### config.mk
export PLATFORM = sky130hd
export DESIGN_NAME = zero_run_scanner
export DESIGN_NICKNAME = d
export VERILOG_FILES = /design/src/rtl/zero_run_scanner.sv
export SDC_FILE = /design/constraint.sdc
export NUM_CORES = 1
export LEC_CHECK = 0
export CELL_PAD_IN_SITES_DETAIL_PLACEMENT = 1
export CELL_PAD_IN_SITES_GLOBAL_PLACEMENT = 1
export CORE_MARGIN = 3
export CORE_UTILIZATION = 35
export DETAILED_ROUTE_END_ITERATION = 7
export PLACE_DENSITY = 0.81
export SLEW_MARGIN = 15
export SYNTH_ARGS = -nofsm -noshare
export SYNTH_HDL_FRONTEND = slang
export SYNTH_SLANG_ARGS = --single-unit
### constraint.sdc
create_clock -name clk -period 9.2 [get_ports clk]
set_clock_uncertainty 0.2 [all_clocks]
set_input_delay 1.38 -clock clk [delete_from_list [all_inputs] [get_ports clk]]
set_output_delay 1.38 -clock clk [all_outputs]
set_load 0.01 [all_outputs]
### src/rtl/zero_run_scanner.sv
// Multi-cycle leading/trailing zero/one counter: scans a latched word CHUNK_WIDTH
// bits per clock from the low end and stops at the first chunk containing a hit.
module zero_run_scanner #(
  parameter int DATA_WIDTH  = 32,
  parameter int CHUNK_WIDTH = 8
) (
  input  logic                        clk,
  input  logic                        resetn,
  input  logic [DATA_WIDTH-1:0]       din,
  input  logic [1:0]                  mode,
  input  logic                        din_valid,
  output logic                        din_ready,
  output logic [$clog2(DATA_WIDTH):0] dout,
  output logic                        dout_valid,
  input  logic                        dout_ready
);

  localparam int NUM_CHUNKS = DATA_WIDTH / CHUNK_WIDTH;
  localparam int CNT_W      = $clog2(DATA_WIDTH) + 1;
  localparam int IDX_W      = (NUM_CHUNKS > 1) ? $clog2(NUM_CHUNKS) : 1;

  typedef enum logic [1:0] {IDLE, SCAN, DONE} state_t;

  state_t                 state_q, state_d;
  logic [DATA_WIDTH-1:0]  word_q, norm;
  logic [IDX_W-1:0]       idx_q;
  logic [CNT_W-1:0]       count_q, dout_q, tz, next_count;
  logic [CHUNK_WIDTH-1:0] chunk;
  logic                   hit, last;

  // Every mode is reduced to a trailing-zero count on the normalised word.
  always_comb begin
    norm = din;
    if (mode[0]) begin
      for (int unsigned i = 0; i < DATA_WIDTH; i++) begin
        norm[i] = din[DATA_WIDTH-1-i];
      end
    end
    if (mode[1]) begin
      norm = ~norm;
    end
  end

  always_comb begin
    chunk = '0;
    for (int unsigned c = 0; c < NUM_CHUNKS; c++) begin
      if (idx_q == IDX_W'(c)) begin
        chunk = word_q[c*CHUNK_WIDTH +: CHUNK_WIDTH];
      end
    end
  end

  // Scanning from the MSB down leaves the lowest set bit's position in tz.
  always_comb begin
    tz = '0;
    for (int unsigned i = 0; i < CHUNK_WIDTH; i++) begin
      if (chunk[CHUNK_WIDTH-1-i]) begin
        tz = CNT_W'(CHUNK_WIDTH - 1 - i);
      end
    end
  end

  always_comb begin
    hit  = |chunk;
    last = (idx_q == IDX_W'(NUM_CHUNKS - 1));
    if (hit) begin
      next_count = count_q + tz;
    end else if (last) begin
      next_count = CNT_W'(DATA_WIDTH);
    end else begin
      next_count = count_q + CNT_W'(CHUNK_WIDTH);
    end
  end

  always_ff @(posedge clk) begin
    if (!resetn) begin
      state_q <= IDLE;
    end else begin
      state_q <= state_d;
    end
  end

  always_comb begin
    state_d = state_q;
    case (state_q)
      IDLE:    if (din_valid) state_d = SCAN;
      SCAN:    if (hit || last) state_d = DONE;
      DONE:    if (dout_ready) state_d = IDLE;
      default: state_d = IDLE;
    endcase
  end

  always_comb begin
    din_ready  = (state_q == IDLE);
    dout_valid = (state_q == DONE);
    dout       = dout_q;
  end

  always_ff @(posedge clk) begin
    if (!resetn) begin
      word_q  <= '0;
      idx_q   <= '0;
      count_q <= '0;
      dout_q  <= '0;
    end else begin
      case (state_q)
        IDLE: begin
          if (din_valid) begin
            word_q  <= norm;
            idx_q   <= '0;
            count_q <= '0;
          end
        end
        SCAN: begin
          count_q <= next_count;
          if (hit || last) begin
            dout_q <= next_count;
          end else begin
            idx_q <= idx_q + IDX_W'(1);
          end
        end
        default: ;
      endcase
    end
  end

endmodule

* After elaboration in Yosys (flattened, before gate mapping)
Index checks and enable logic that the tools add are counted.
Operators by class: equal/unequal tests 9, shift operators 0, reduce and logical (&&, ||, !) cells 10, divide/modulo/power cells 0, multiplexer cells 25, add/subtract/negate cells 3, $lt $le $gt $ge 0, bitwise operators 1, $mul 0
Operators by type and width (count):
- 32-bit 2-to-1 mux | 2
- 6-bit 2-to-1 mux | 10
- 8-bit 2-to-1 mux | 4
- 32-bit inverter | 1
- 6-bit one-hot mux with 2 select lines | 1
- 2-bit 2-to-1 mux | 5
- 8-bit OR reduction | 1
- 6-bit by 4-bit adder with 6-bit output, second input constant | 1
- 6-bit adder | 1
- 2-bit equality test, second input constant | 3
- 2-bit != test, second input constant | 3
- 2-bit one-hot mux with 3 select lines | 1
- 2-bit AND reduction | 3
- 3-bit AND reduction | 2
- 2-bit by 1-bit equality test with 1-bit output, second input constant | 2
- 2-bit zero test | 2
- 2-bit one-hot mux with 2 select lines | 1
- 3-bit 2-to-1 mux | 1
- 2-bit by 1-bit adder with 2-bit output, second input constant | 1
- 2-bit by 1-bit != test with 1-bit output, second input constant | 1
- 2-bit nonzero test | 1
- 1-bit logical OR | 1
Storage, ports and cells: memories 0, memory bits (read-only) 0, word-level logic and storage cells 53, output and inout bits 8, RAM bits 0, input port bits 38, bits in latches 0, bits in registers 48

* Longest topological paths before layout
Gate-level depths: netlist of the first run.
word-level depth 16, mapped depth 17, gate-level depth less buffers 16

* Worst setup path after synthesis of the first run
OpenSTA, ideal clock, no wires.
path type register to register, start point reg idx_q[1], end point reg dout_q[4] (netlist: dout[4]), clock period less this slack 3.274 ns, stages on the path, launching flop included 18, setup slack 5.926 ns, arrival time 2.941 ns, path buffers 1, setup time 0.133 ns, required time 8.867 ns, path through dfxtp_1 inv_1 ha_1 buf_6 nand3b_1 a221oi_1 nor2b_1 o21ba_2 nor2_1 o31ai_1 ha_1 inv_1 fa_1 nor2b_1 o21ai_0 xnor2_1 nand3_1 o211ai_1
On the way: longest elaborated chain between the ends 15, elaborated cells between the ends (all ways) 22, classes of those cells add/sub: 1; eq/ne: 3; mux: 14; reduce/logical: 4
RTL lines:
- start: declaration | RTL line 26 | logic [IDX_W-1:0] idx_q;
- start signal: assignment | RTL line 119 | idx_q <= idx_q + IDX_W'(1);
- 2-bit zero test | RTL line 47 | if (idx_q == IDX_W'(c)) begin
- 8-bit 2-to-1 mux (4 in series) | RTL line 47
- 3-bit 2-to-1 mux | RTL line 57 | if (chunk[CHUNK_WIDTH-1-i]) begin
- 6-bit 2-to-1 mux (7 in series) | RTL line 57
- 6-bit adder | RTL line 67 | next_count = count_q + tz;
- 6-bit 2-to-1 mux | RTL line 66 | if (hit) begin
- end signal: assignment | RTL line 117 | dout_q <= next_count;
- end: declaration | RTL line 27 | logic [CNT_W-1:0] count_q, dout_q, tz, next_count;
Several ways; a longest one is shown, not always the timed one. A chain may end at the register's enable or synchronous reset.

* Worst setup path after layout of the first run
start point reg idx_q[1], end point reg count_q[4]
On the way: longest elaborated chain between the ends 16, elaborated cells between the ends (all ways) 21, classes of those cells add/sub: 1; eq/ne: 3; mux: 15; reduce/logical: 2
RTL lines:
- 2-bit zero test | RTL line 47
- 8-bit 2-to-1 mux (4 in series) | RTL line 47
- 3-bit 2-to-1 mux | RTL line 57
- 6-bit 2-to-1 mux (7 in series) | RTL line 57
- 6-bit adder | RTL line 67
- 6-bit 2-to-1 mux (*) | RTL line 66
- 6-bit one-hot mux with 2 select lines (*) | RTL line 106 | case (state_q)
- end signal: assignment | RTL line 115 | count_q <= next_count;
- end: declaration | RTL line 27
Every way passes the cells marked *; elsewhere a longest branch is shown, timed or not.

==> results of run 1 <==
-- final cells by class --
type	instances	area (µm²)
clock buffers	5	68.8
clock inverters	3	46.3
fillers	984	4750
inverters	15	56.3
multi-input cells	279	1980
flip-flops and latches	48	961
well taps	105	131
repair buffers	47	475
-- cells in the mapped netlist (7+ instances only) --
master,number,area share
clkbuf_1,20,0.024
nand2_1,47,0.056
and2_1,34,0.068
nor2_1,7,0.0084
a211oi_1,8,0.019
xor2_1,36,0.10
mux2i_1,34,0.11
o21ai_0,33,0.053
a221oi_1,8,0.022
inv_1,15,0.018
nand3_1,10,0.016
ha_1,8,0.032
dfxtp_1,48,0.31
nand3b_1,8,0.019
-- cells by family (layout without fill, tap and decap cells) --
logic type	Yosys count	in the layout	synth area share
muxes	34	34	0.108
and+or+nand+nor	132	132	0.238
AOI/OAI and AO/OA	67	67	0.140
adders and majority gates	9	9	0.0383
DFF	48	48	0.306
buffers and inverters	46	70	0.0650
xor gates and xnor gates	37	37	0.103
-- worst min-delay path, delay by kind of cell (launching register included) --
kind | cells | cell delay (ps)
compound gates | 1 | 70
flops | 1 | 330
simple gates | 1 | 70
-- sequential cells by signal, summed over array words and instances (netlist names) --
signal	count
idx_q	2
word_q	32
dout	6
state_q	2
count_q	6
-- metrics by stage --
| step | setup slack (ps) | power, mW | area, µm² | hold WS, ps | instances |
|---|---|---|---|---|---|
| 2_1_floorplan | 5930 | 0.379 | 3140 | 266 | 373 |
| 3_3_place_gp | 5330 | 0.430 | 3570 | 285 | 493 |
| 3_5_place_dp | 5060 | 0.439 | 3570 | 297 | 493 |
| 4_1_cts | 5050 | 0.597 | 3690 | 314 | 501 |
| 5_1_grt | 4970 | 0.634 | 3710 | 337 | 502 |
| 6_report | 5340 | 0.592 | 3710 | 312 | 502 |
-- power breakdown --
group,leakage (nW),switching (mW),internal [mW]
Sequential,0.393,0.0164,0.230
Combinational,1.05,0.103,0.0844
Clock,0.0548,0.0754,0.0819
Total,1.50,0.195,0.397
-- routing by layer --
metal / routed length [µm] / up-vias / GRT usage
li1: - / 1324 / -
met1: 3390 / 1269 / 0.191
met2: 3820 / 47 / 0.270
met3: 231 / 4 / 0.0228
met4: 27 / 0 / 0.0280
met5: 0 / - / 0
-- path summary, 6_finish.rpt --
check	from	endpoint	slack, ps	depth (start not counted)
max	idx_q[1]	count_q[4]	5340	16
min	count_q[0]	count_q[0]	310	2
max reg2reg	idx_q[1]	count_q[4]	5340	16
min reg2reg	count_q[0]	count_q[0]	310	2
==> impl_metrics.ini, run 1 <==
[synth]
synth.avg_cell_area_um2 = 8.41
ys_ff_latch = 48
syn_inst = 373
async_flop_share = 0
synth_ff_type = dfxtp_1
synth_enable_flop_cells = 0
synth-seq-area-share = 0.306
synth_area_um2 = 3140
synth_fp_nets = 420
synth.distinct_cells = 38
synth_warnings = 0

[sta]
rsz0062_at_grt = no
slew_viol_final = 0
finalSetupViolations = 0
hold_violations = 0
period_share = 0.419
fin_setup_tns_ps = 0
fmax_mhz = 259
worst_pin_slew_ps = 1080
relSlewSlack = 0.280
fin_crit_ps = 3860

[clock_tree]
cts.htree.levels = 2
numCtsBuffers = 5
ctsLongestPathBuffers = 2
cts_tree = done
cts_resized = 0
cts_setup_buffers = 0
ctsHoldBuffers = 0
insertion_delay_ps = 310
cts_sinks = 48
path_clk_slew_ps = 90
root_buffer = clkbuf_8

[floorplan]
io_pins = 46
die_h_um = 101
die-area_um2 = 10100
die_w_um = 101
start_util = 0.371
rows = 33
coreArea_um2 = 8460

[grt]
track_usage = 0.151
antenna_found_initial = 0
grt_first_pass_wirelength_um = 12700
grt_start_max_net_pins = 71
grt_pass1_vias = 2736
overflow = 0

[critical_path]
path_class = reg -> reg
slowest_delay_ps = 460
start_kind = flip-flop
cpMaxStageDelayCell = ha_1
crit_fanout = 24
end_kind = flip-flop
required_ps = 9240
path_cells = ha_1 -> buf_16 -> a211oi_1 -> a221oi_1 -> nor2b_1 -> o21ba_2 -> nor2_1 -> o31ai_1 -> ha_1 -> inv_1 -> fa_1 -> nor2b_1 -> o21ai_0 -> xnor2_1 -> nand3_1 -> nand3_1
crit_buf_inv = 2
critical_path_arrival_ps = 3900
timing.critical_path.max_delay_family = adder cells

[layout]
layout_commonest_cell = dfxtp_1
area_delta_synth_final_pct = 18.4
layout_common_cells = 48 x dfxtp_1, 46 x nand2_1, 43 x clkdlybuf4s50_1, 36 x xor2_1
fin_nets = 443
n_antenna_cell = 0
fin_util = 0.439
drive_gt1_frac = 0.0529

[power_and_ir_drop]
leakage_nw = 1.50
p_per_area_nw_per_um2 = 159
vdd_drop_max_v = 0.0000783

[place]
place_hpwl_um = 5500
portBuffers = 45
gp_congestion = 0.798

[job]
maxCapViolations = 0

[detailed_routing]
routed_wl_um = 7470
drt_iter0_markers = 160
drc = 0
final_antenna_net_count = 0
dr.pass1.iters = 4
vias = 2644
vias_per_cell = 5.27
wl_per_cell_um = 14.9

[status]
status = complete, no violations

[worst_hold_path]
hp-class = reg -> reg
(Power assumes the default switching activity.)
==> inputs of run 2 (changes only) <==
==> constraint.sdc (replaced) <==
create_clock -name clk -period 3.7 [get_ports clk]
set_clock_uncertainty 0.2 [all_clocks]
set_input_delay 0.555 -clock clk [delete_from_list [all_inputs] [get_ports clk]]
set_output_delay 0.555 -clock clk [all_outputs]
set_load 0.01 [all_outputs]
==> impl_metrics.ini, run 2 (synthesis gave the netlist of run 1 again) <==
[detailed_routing]
drt_iter0_markers = 92
final_antenna_net_count = 0
dr.pass1.iters = 4
drc = 0
wl_per_cell_um = 15.5
vias_per_cell = 5.32
vias = 2699
routed_wl_um = 7870

[layout]
area_delta_synth_final_pct = 19.7
fin_nets = 449
layout_common_cells = 47 x dfxtp_1, 46 x nand2_1, 43 x clkdlybuf4s50_1, 36 x xor2_1
drive_gt1_frac = 0.0846
n_antenna_cell = 0
fin_cells = 507
largest_register = word_q
layout_commonest_cell = dfxtp_1
largest_reg_flops = 32

[grt]
grt_pass1_vias = 2764
grt_first_pass_wirelength_um = 13200
track_usage = 0.160
overflow = 0
antenna_found_initial = 0
grt_start_max_net_pins = 37

[sta]
rsz0062_at_grt = yes
period_share = 0.946
hold_violations = 0
finalSetupViolations = 0
fin_crit_ps = 3500
fmax_mhz = 286
slew_viol_final = 0
relSlewSlack = 0.413
fin_setup_tns_ps = 0
worst_pin_slew_ps = 881

[clock_tree]
root_buffer = clkbuf_8
ctsLongestPathBuffers = 2
cts_tree = done
numCtsBuffers = 5
path_clk_slew_ps = 90
cts.htree.levels = 2
cts_sinks = 48
ctsHoldBuffers = 0
insertion_delay_ps = 300

[place]
portBuffers = 45
dp_cells = 499
gp_congestion = 0.827
place_hpwl_um = 5810

[floorplan]
die-area_um2 = 10100
rows = 33
die_h_um = 101
io_pins = 46
start_util = 0.371
die_w_um = 101
coreArea_um2 = 8460

[critical_path]
critical_path_arrival_ps = 3500
cpMostUsedCell = nand2_1
crit_fanout = 16
path_cells = inv_1 -> ha_2 -> a211oi_1 -> a221oi_2 -> buf_4 -> nor4_2 -> and2b_1 -> ha_1 -> a21o_1 -> nand2_1 -> xor2_1 -> nand2_1 -> a32o_1
start_kind = flip-flop
path_class = reg -> reg
required_ps = 3700
end_kind = flip-flop
cpMaxStageDelayCell = dfxtp_1
slowest_delay_ps = 440

[power_and_ir_drop]
leakage_nw = 1.51
p_per_area_nw_per_um2 = 380
vdd_drop_max_v = 0.000178
fin_total_pwr_mw = 1.43

[status]
status = complete, no violations

[job]
maxCapViolations = 0

[worst_hold_path]
hp-class = reg -> reg
[run 2: report_power, final]
| group | internal (mW) | switching, mW | leakage [nW] |
|---|---|---|---|
| clock | 0.149 | 0.175 | 0.0473 |
| combinational | 0.222 | 0.265 | 1.07 |
| sequential | 0.573 | 0.0423 | 0.393 |
[run 2: layer usage]
layer | vias to the layer above | global-route usage | wire length, µm
met2 | 51 | 0.279 | 3970
met3 | 16 | 0.0173 | 231
met4 | 0 | 0.0591 | 182
met1 | 1294 | 0.202 | 3490
li1 | 1338 | - | -
met5 | - | 0 | 0
[run 2: worst max-delay path: cells and delay by family (launching register included)]
family          cells  cell delay (ps)
simple gates        4              790
compound gates      4              880
buf+inv             2              280
xor+xnor            1              200
fa+ha+maj           2              620
flops               1              440
[run 2: final timing paths]
kind | from | end | slack [ps] | cells after the start
max | idx_q[0] | count_q[5] | 200 | 13
min | count_q[2] | count_q[2] | 310 | 2
max reg2reg | idx_q[0] | count_q[5] | 200 | 13
min reg2reg | count_q[2] | count_q[2] | 310 | 2
[run 2: layout make-up]
type	count	area (µm²)
Fill cell	1001	4710
Multi-Input combinational cell	279	2010
Sequential cell	48	962
Timing Repair Buffer	53	500
Tap cell	105	131
Clock buffer	6	82.6
Inverter	15	56.3
Clock inverter	1	8.76
[run 2: per-stage QoR]
| stage | cell area (µm²) | utilization | setup WS [ps] | hold WS (ps) |
|---|---|---|---|---|
| CTS | 3710 | 0.438 | 51.5 | 308 |
| finish | 3760 | 0.444 | 201 | 308 |
| global placement | 3620 | 0.427 | 174 | 281 |
| floorplan | 3140 | - | 426 | 266 |
| detailed placement | 3620 | 0.427 | 20.4 | 296 |
| global route | 3760 | 0.444 | -26.8 | 322 |
[run 2: timing repair]
item,CTS,global route
setup endpoints to repair,1,6
setup buffers,0,1
gates resized for setup,1,8
endpoints found under the hold margin,0,0
pin swaps,0,1
